**src/rtl/uart_tx_arbiter.sv**
```systemverilog
// Round-robin arbiter that feeds one shared UART transmitter from NUM_REQ byte
// producers, holding the grant across multi-byte packets until req_last.
module uart_tx_arbiter #(
  parameter int NUM_REQ      = 4,
  parameter int PAYLOAD_BITS = 8,
  parameter int BUSY_WAIT    = 4
) (
  input  logic                            clk,
  input  logic                            resetn,
  input  logic [NUM_REQ-1:0]              req_valid,
  input  logic [NUM_REQ*PAYLOAD_BITS-1:0] req_data,
  input  logic [NUM_REQ-1:0]              req_last,
  output logic [NUM_REQ-1:0]              req_ready,
  output logic                            uart_tx_en,
  output logic [PAYLOAD_BITS-1:0]         uart_tx_data,
  input  logic                            uart_tx_busy,
  output logic [$clog2(NUM_REQ)-1:0]      grant_id,
  output logic                            locked
);

  localparam int IDX_W = $clog2(NUM_REQ);
  localparam int CNT_W = $clog2(BUSY_WAIT + 1);

  typedef enum logic [1:0] {ARB, ISSUE, WAIT_HI, WAIT_LO} state_t;

  state_t                  state_q;
  state_t                  state_d;
  logic [IDX_W-1:0]        rr_ptr_q;
  logic [CNT_W-1:0]        wait_cnt_q;

  logic                    win_found;
  logic [IDX_W-1:0]        win_idx;
  logic [PAYLOAD_BITS-1:0] win_data;
  logic                    win_last;
  logic                    accept;

  // NUM_REQ need not be a power of two, so wrap with an explicit modulo.
  function automatic logic [IDX_W-1:0] rr_add(input logic [IDX_W-1:0] base, input int offset);
    int sum;
    sum = (int'(base) + offset) % NUM_REQ;
    return IDX_W'(sum);
  endfunction

  // Scan from the highest offset down so the requester closest to rr_ptr wins.
  always_comb begin
    win_found = 1'b0;
    win_idx   = '0;
    if (locked) begin
      win_found = req_valid[grant_id];
      win_idx   = grant_id;
    end else begin
      for (int k = NUM_REQ - 1; k >= 0; k--) begin
        if (req_valid[rr_add(rr_ptr_q, k)]) begin
          win_found = 1'b1;
          win_idx   = rr_add(rr_ptr_q, k);
        end
      end
    end
  end

  always_comb begin
    win_data = '0;
    win_last = 1'b0;
    for (int i = 0; i < NUM_REQ; i++) begin
      if (win_idx == IDX_W'(i)) begin
        win_data = req_data[i*PAYLOAD_BITS +: PAYLOAD_BITS];
        win_last = req_last[i];
      end
    end
  end

  // A transmitter still busy in ARB (e.g. after a mid-frame reset) blocks acceptance.
  assign accept = (state_q == ARB) && !uart_tx_busy && win_found;

  always_ff @(posedge clk or negedge resetn) begin
    if (!resetn) begin
      state_q <= ARB;
    end else begin
      state_q <= state_d;
    end
  end

  always_comb begin
    state_d = state_q;
    case (state_q)
      ARB: begin
        if (accept) begin
          state_d = ISSUE;
        end
      end
      ISSUE: begin
        state_d = WAIT_HI;
      end
      WAIT_HI: begin
        if (uart_tx_busy) begin
          state_d = WAIT_LO;
        end else if (wait_cnt_q == CNT_W'(BUSY_WAIT - 1)) begin
          state_d = ARB;
        end
      end
      WAIT_LO: begin
        if (!uart_tx_busy) begin
          state_d = ARB;
        end
      end
      default: begin
        state_d = ARB;
      end
    endcase
  end

  always_comb begin
    req_ready = '0;
    if (accept) begin
      req_ready[win_idx] = 1'b1;
    end
    uart_tx_en = (state_q == ISSUE);
  end

  // The pointer moves only on a packet's last byte so a locked owner keeps priority.
  always_ff @(posedge clk or negedge resetn) begin
    if (!resetn) begin
      uart_tx_data <= '0;
      grant_id     <= '0;
      locked       <= 1'b0;
      rr_ptr_q     <= '0;
      wait_cnt_q   <= '0;
    end else begin
      if (accept) begin
        uart_tx_data <= win_data;
        grant_id     <= win_idx;
        locked       <= ~win_last;
        if (win_last) begin
          rr_ptr_q <= rr_add(win_idx, 1);
        end
      end
      if (state_q == ISSUE) begin
        wait_cnt_q <= '0;
      end else if ((state_q == WAIT_HI) && !uart_tx_busy) begin
        wait_cnt_q <= wait_cnt_q + CNT_W'(1);
      end
    end
  end

endmodule
```
**config.mk**
```make
export PLATFORM = sky130hd
export DESIGN_NAME = uart_tx_arbiter
export DESIGN_NICKNAME = d
export VERILOG_FILES = /design/src/rtl/uart_tx_arbiter.sv
export SDC_FILE = /design/constraint.sdc
export NUM_CORES = 1
export LEC_CHECK = 0
export ABC_AREA = 1
export CAP_MARGIN = 0
export CORE_ASPECT_RATIO = 0.6
export CORE_MARGIN = 4
export CORE_UTILIZATION = 42
export DETAILED_ROUTE_END_ITERATION = 8
export GPL_ROUTABILITY_DRIVEN = 0
export PLACE_DENSITY_LB_ADDON = 0.25
export SYNTH_ARGS = -nofsm -noshare
export SYNTH_HDL_FRONTEND = slang
export SYNTH_SLANG_ARGS = --single-unit
```
**constraint.sdc**
```tcl
create_clock -name clk -period 4.6 [get_ports clk]
set_input_delay 1.38 -clock clk [delete_from_list [all_inputs] [get_ports clk]]
set_output_delay 1.38 -clock clk [all_outputs]
set_load 0.1 [all_outputs]
```
==> out/qor.csv, run 1 <==
stage,metric,value,unit
run_status,status,"finished, final reports clean",
yosys,ys_async_sr_fraction,100.0,%
setup_path,r2r_slack,1.56,ns
timing,slew_headroom,33.78,%
global_route,grt_first_pass_wirelength,7176,microns
global_route,busiest_layer,met2,
setup_path,path_cells,dlygate4sd2_1 > inv_1 > nand2_1 > nand3_2 > nand2_2 > nand3_2 > nand2_1 > nand2_1 > nand3_2 > nand2_4 > inv_4 > ha_4 > inv_4 > nor2_4 > buf_12,
yosys,synth_top_flop_cell,dfrtp_1,
run,maxCapViolCount,0,
setup_path,r2r-end,uart_tx_data[3]$_DFFE_PN0N_,
power,power.internal,809.3,uW
floorplan,start_util,45.41,%
yosys,syn_area_per_cell,6.742,sq um
clock_tree,cts_tree,built,
clock_tree,htree_levels,1,
global_route,grt_max_degree,19,
detailed_routing,ant_nets,0,
global_route,grt_pass1_vias,1587,
setup_path,cp.required,3.22,ns
clock_tree,cts.clk_slew.worst_paths,0.07,ns
layout,final_common_cell,nand2_1,
setup_path,endpoint,req_ready[3],
yosys,ys_ff_latch,18,
power,power.share.clock,7.0,%
floorplan,dieArea,0.004229,sq mm
detailed_routing,routed_wl,5046,microns
detailed_routing,first_pass_iters,4,
hold_path,hold_class,reg -> reg,
yosys,synth-edff-count,0,
setup_path,worstSetupPathType,in -> out,
power,peakVddDrop,0.3742,mV
floorplan,dieHeight,52.00,microns
power,p_per_area,831.5,mW/mm^2
yosys,ys_types,26,
setup_path,critPathSlowestCell,dlygate4sd2_1,
detailed_routing,route.detailed.wl_per_inst,15.82,microns
detailed_routing,num_vias,1725,
timing,clock_skew,0.007260,ns
floorplan,core,0.002984,sq mm
power,p_sw_share,59.01,%
layout,diodes,0,
place,port_buffers,58,
global_route,antenna_found_initial,0,
timing,hold_viol,0,
clock_tree,root_buffer,clkbuf_8,
place,placed_area,0.002120,sq mm
power,pwr-share-comb,77.1,%
timing,slew_viol_final,0,
clock_tree,clock_latency,0.26,ns
clock_tree,cts.sinks,18,
global_route,met1_usage,30.34,%
global_route,grt_use_total,22.12,%
yosys,synth_warnings,0,
setup_path,crit_buf_inv,5,
yosys,syn_nets,250,
yosys,synthCells,201,
power,seqPwrFrac,15.9,%
clock_tree,cts_max_path_buffers,2,
setup_path,crit_fanout,4,
clock_tree,holdBufCountCts,0,
layout,areaGrowthSynthToFinish,75.25,%
timing,fin_crit,4.541,ns
timing,min_period_over_period,98.73,%
global_route,grt_use_met3,4.498,%
setup_path,rr_startpoint,rr_ptr_q[0]$_DFFE_PN0P_,
detailed_routing,drt_iter0_markers,123,
power,p_leak,0.001142,uW
setup_path,critPathTopFamily,simple AND/OR/NAND/NOR gates,
setup_path,cp_slowest_stage_delay,0.27,ns
floorplan,fp-row-count,15,
place,dpl.cell_count,311,
layout,layout-drive-gt1-share,24.55,%
floorplan,die_w,81.33,microns
setup_path,crit_cells,15,
timing,setup_viol,0,
layout,layout.nets,327,
setup_path,worstSetupEndpointType,output port,
yosys,yosysSeqAreaShare,33.24,%
timing,tns,0,ns
place,place_hpwl,3383,microns
clock_tree,numCtsBuffers,3,
setup_path,r2r.worst_path.cells,18,
power,switchingPower,1165,uW
timing,tightest_slew,0.9901,ns
timing,max_freq,0.2202,GHz
global_route,grt_use_met2,35.81,%
setup_path,cp-startpoint,req_valid[0],
layout,stdcell_count,319,
yosys,synth_area,0.001355,sq mm
setup_path,startpoint_type,primary input,
global_route,grt-ovfl-total,0,
layout,postLayoutCellArea,0.002375,sq mm
setup_path,cp.arrival,3.16,ns
detailed_routing,drc,0,
layout,layout_common_cells,"nand2_1, clkdlybuf4s50_1, buf_4",
floorplan,io-pin-count,59,
detailed_routing,via_per_inst,5.408,
[logic make-up (layout without fill, tap and decap cells)]
group | Yosys count | in the layout | share of synthesized area [%]
buf+inv | 29 | 105 | 9.510
fa+ha+maj | 6 | 6 | 5.540
compound gates | 44 | 44 | 19.30
simple gates | 104 | 104 | 32.41
flops | 18 | 18 | 33.24
[flip-flops by register name, indices dropped and copies added (netlist names)]
register      flops
wait_cnt_q        3
grant_id          2
uart_tx_data      8
locked            1
rr_ptr_q          2
state_q           2
[worst min path at each step]
stage | startpoint | to | cells past startpoint
2_1_floorplan | wait_cnt_q[1]$_DFFE_PN0P_ | wait_cnt_q[1]$_DFFE_PN0P_ | 2
3_3_place_gp | uart_tx_data[5]$_DFFE_PN0N_ | uart_tx_data[5]$_DFFE_PN0N_ | 2
3_5_place_dp | uart_tx_data[4]$_DFFE_PN0N_ | uart_tx_data[4]$_DFFE_PN0N_ | 2
4_1_cts | uart_tx_data[4]$_DFFE_PN0N_ | uart_tx_data[4]$_DFFE_PN0N_ | 2
5_1_grt | uart_tx_data[2]$_DFFE_PN0N_ | uart_tx_data[2]$_DFFE_PN0N_ | 2
6_report | uart_tx_data[1]$_DFFE_PN0N_ | uart_tx_data[1]$_DFFE_PN0N_ | 2
[power groups by stage]
stage / clock network, uW / registers, uW / logic, uW
finish: 138 / 315 / 1520
CTS: 136 / 302 / 1360
floorplan: 0 / 586 / 637
detailed placement: 0 / 302 / 1300
global route: 143 / 324 / 1630
global placement: 0 / 299 / 1280
[Yosys cell counts, types with 2 or more instances]
| library cell | count | area share, % |
|---|---|---|
| dfrtp_1 | 18 | 33 |
| inv_1 | 20 | 5.5 |
| o21ai_1 | 6 | 2.2 |
| inv_2 | 2 | 0.55 |
| nand3_1 | 11 | 4.1 |
| nor2_2 | 2 | 0.92 |
| o21ai_0 | 10 | 3.7 |
| buf_2 | 2 | 0.74 |
| nor2_1 | 10 | 2.8 |
| o211ai_1 | 10 | 5.5 |
| ha_1 | 6 | 5.5 |
| buf_6 | 2 | 1.7 |
| a21oi_1 | 13 | 4.8 |
| nand2_1 | 77 | 21 |
[worst register-to-register path: stages, from the launching register on]
cell and delay, ns:
dfrtp_1 0.73, inv_2 0.14, nand2_1 0.20, nand3_2 0.14
nand2_2 0.08, nand3_2 0.09, nand3_1 0.13, nand3_2 0.12
nand2_4 0.15, inv_4 0.06, ha_4 0.16, buf_4 0.17
nor2_2 0.25, nand2_1 0.10, nand2_1 0.07, o21ai_0 0.11
nand2_1 0.10, o211ai_1 0.10, nand2_1 0.07
[routing by layer]
metal,wire (microns),vias up,share of wire (%)
met4,73,0,1.4
met3,490,8,9.7
met2,2284,102,45
met5,0,-,0
li1,-,810,-
met1,2198,805,44
[per-stage QoR]
step                      total power, uW  hold slack [ns]  setup WS [ns]  utilization (%)
after floorplan                      1223           0.4530        -0.2908                -
after global placement               1578           0.4644       -0.07998            71.03
after detailed placement             1603           0.4695        -0.2165            71.03
after CTS                            1799           0.4895       -0.02942            74.80
after global routing                 2098           0.5098       -0.02392            79.58
final                                1975           0.4886        0.05858            79.58
[repair_timing]
item                                    in CTS  in global routing
endpoints found under the setup margin       4                  4
gates resized for setup                     12                 35
pin swaps                                    6                 14
setup buffers                                3                  1
[final cells by class]
cell class	instances	area, sq um
Timing Repair Buffer	77	769.5
Tap cell	42	52.55
Fill cell	198	609.3
Clock buffer	4	55.05
Inverter	24	100.1
Sequential cell	18	450.4
Multi-Input combinational cell	154	947.2
Power figures use the tool's default switching activity.
==> run 2: changes to the inputs <==
- PLACE_DENSITY_LB_ADDON: 0.25 -> 0.12
==> run 2 against run 1 <==
Register-to-register slack better by 0.06 ns. Combinational power about the same. Setup slack better by 0.0089 ns. Design area is 0.63% higher. Die area unchanged. First-iteration DRC count decreased by 9.8%. Largest power group unchanged. Critical path depth did not move. Non-clock buffer count rose by 4. Clock skew up 0.0031 ns. Sequential share of layout area shrank 0.12 points. Clock power is 4% lower. Critical endpoint unchanged. Largest cell class unchanged.
==> out/qor.csv, run 2 (same netlist as run 1, synthesis figures left out) <==
stage,metric,value,unit
clock_tree,clock_latency,0.26,ns
clock_tree,cts.sinks,18,
setup_path,crit_fanout,4,
floorplan,io-pin-count,59,
setup_path,crit_buf_inv,6,
place,port_buffers,58,
clock_tree,htree_levels,1,
floorplan,core,0.002984,sq mm
global_route,grt_first_pass_wirelength,7410,microns
timing,max_freq,0.2206,GHz
floorplan,fp-row-count,15,
timing,slew_headroom,32.89,%
place,place_hpwl,3462,microns
timing,clock_skew,0.01036,ns
detailed_routing,first_pass_iters,4,
detailed_routing,ant_nets,0,
floorplan,dieHeight,52.00,microns
setup_path,critPathTopFamily,buffers and inverters,
setup_path,worstSetupPathType,in -> out,
timing,min_period_over_period,98.53,%
setup_path,critPathSlowestCell,dlygate4sd2_1,
setup_path,cp.arrival,3.15,ns
timing,hold-worst-slack,0.4839,ns
global_route,grt_pass1_vias,1572,
hold_path,hold_class,reg -> reg,
layout,layout-drive-gt1-share,24.20,%
timing,setup_viol,0,
global_route,grt_max_degree,19,
layout,top_register,uart_tx_data,
layout,diodes,0,
setup_path,cp_slowest_stage_delay,0.27,ns
timing,slew_viol_final,0,
power,peakVddDrop,0.4898,mV
floorplan,die_w,81.33,microns
detailed_routing,num_vias,1680,
layout,layout_common_cells,"nand2_1, clkdlybuf4s50_1, buf_4",
floorplan,dieArea,0.004229,sq mm
clock_tree,root_buffer,clkbuf_8,
detailed_routing,routed_wl,4904,microns
timing,fin_crit,4.533,ns
global_route,grt-ovfl-total,0,
layout,layout.nets,331,
global_route,grt_use_total,22.87,%
setup_path,cp.required,3.22,ns
run_status,status,"finished, final reports clean",
setup_path,path_cells,dlygate4sd2_1 > inv_1 > nand2_1 > nand2_2 > o21ai_1 > inv_1 > nand2_1 > nand2_1 > nand3_2 > nand2_4 > inv_4 > ha_4 > clkinv_2 > nor2_4 > buf_12,
power,p_per_area,827.5,mW/mm^2
timing,hold_viol,0,
layout,nFillCells,180,
layout,areaGrowthSynthToFinish,76.36,%
clock_tree,numCtsBuffers,3,
clock_tree,cts_max_path_buffers,2,
detailed_routing,drc,0,
power,power,1978,uW
detailed_routing,route.detailed.wl_per_inst,15.18,microns
layout,largest_register_ffs,8,
detailed_routing,drt_iter0_markers,111,
detailed_routing,via_per_inst,5.201,
clock_tree,cts.clk_slew.worst_paths,0.07,ns
clock_tree,cts_tree,built,
timing,tightest_slew,1.004,ns
setup_path,cpMostUsedCell,nand2_1,
power,p_leak,0.001150,uW
layout,largestRegisters,"uart_tx_data (8), wait_cnt_q (3)",
global_route,antenna_found_initial,0,
layout,final_common_cell,nand2_1,
floorplan,start_util,45.41,%
setup_path,startpoint_type,primary input,
run,maxCapViolCount,0,
setup_path,worstSetupEndpointType,output port,
-- run 2: cell types whose count changed in the layout (fill, tap and decap cells not counted), sizes merged --
cell,delta
inv,-1
buf,+4
clkinv,+1
-- run 2: worst paths after layout --
check | startpoint | to | slack, ns | cells after the start
min | uart_tx_data[2]$_DFFE_PN0N_ | uart_tx_data[2]$_DFFE_PN0N_ | 0.48 | 2
max reg2reg | rr_ptr_q[0]$_DFFE_PN0P_ | uart_tx_data[4]$_DFFE_PN0N_ | 1.62 | 20
min reg2reg | uart_tx_data[2]$_DFFE_PN0N_ | uart_tx_data[2]$_DFFE_PN0N_ | 0.48 | 2
min in group asynchronous | resetn | state_q[0]$_DFFE_PN0P_ | 1.60 | 1
max in group asynchronous | resetn | wait_cnt_q[1]$_DFFE_PN0P_ | 2.47 | 1
max | req_valid[0] | req_ready[3] | 0.07 | 15
-- run 2: worst reg2reg max path: cells and delay by family (launching register included) --
kind            cells  cell delay, ns
simple gates       13            1.32
flops               1            0.71
buf+inv             4            0.48
compound gates      2            0.21
fa+ha+maj           1            0.17
-- run 2: power breakdown --
| part | switching [uW] | total (uW) | internal [uW] |
|---|---|---|---|
| clock | 56.1 | 132 | 76.1 |
| combinational | 1010 | 1530 | 528 |
| sequential | 82.5 | 312 | 229 |
| total | 1140 | 1980 | 834 |
-- run 2: what timing repair did --
action | CTS | global route
pin swaps | 7 | 6
gates cloned | 0 | 0
endpoints found under the hold margin | 0 | 0
hold buffers | 0 | 0
setup buffers | 3 | 4
endpoints found under the setup margin | 4 | 4
gates resized for setup | 14 | 24
-- run 2: metrics by stage --
stage	instances	util (%)	setup WS, ns	TNS [ns]	cell area (sq um)
4_1_cts	319	75.14	-0.02314	-0.05622	2242
6_report	323	80.08	0.06744	0	2390
5_1_grt	323	80.08	-0.02269	-0.02697	2390
3_3_place_gp	312	71.28	-0.08957	-0.1873	2127
3_5_place_dp	312	71.28	-0.1745	-0.4775	2127
2_1_floorplan	201	-	-0.2908	-0.2908	1370
-- run 2: routing by layer --
metal / GRT usage [%] / wire length [microns] / vias up
met2: 35.68 / 2162 / 75
met4: 2.528 / 76 / 0
li1: - / - / 820
met5: 0 / 0 / -
met3: 4.671 / 426 / 10
met1: 33.33 / 2238 / 775
-- run 2: layout make-up --
| cell class | instances | area (sq um) | share of cell area, % |
|---|---|---|---|
| Clock buffer | 4 | 55.05 | 2.304 |
| Inverter | 24 | 96.34 | 4.031 |
| Multi-Input combinational cell | 154 | 923.4 | 38.64 |
| Sequential cell | 18 | 450.4 | 18.85 |
| Tap cell | 42 | 52.55 | 2.199 |
| Timing Repair Buffer | 81 | 812.0 | 33.98 |
==> run 3: changes to the inputs <==
- SLEW_MARGIN: not set -> 20
==> results of run 3 <==
Final layout, timing and power as in run 2 (identical DEF).
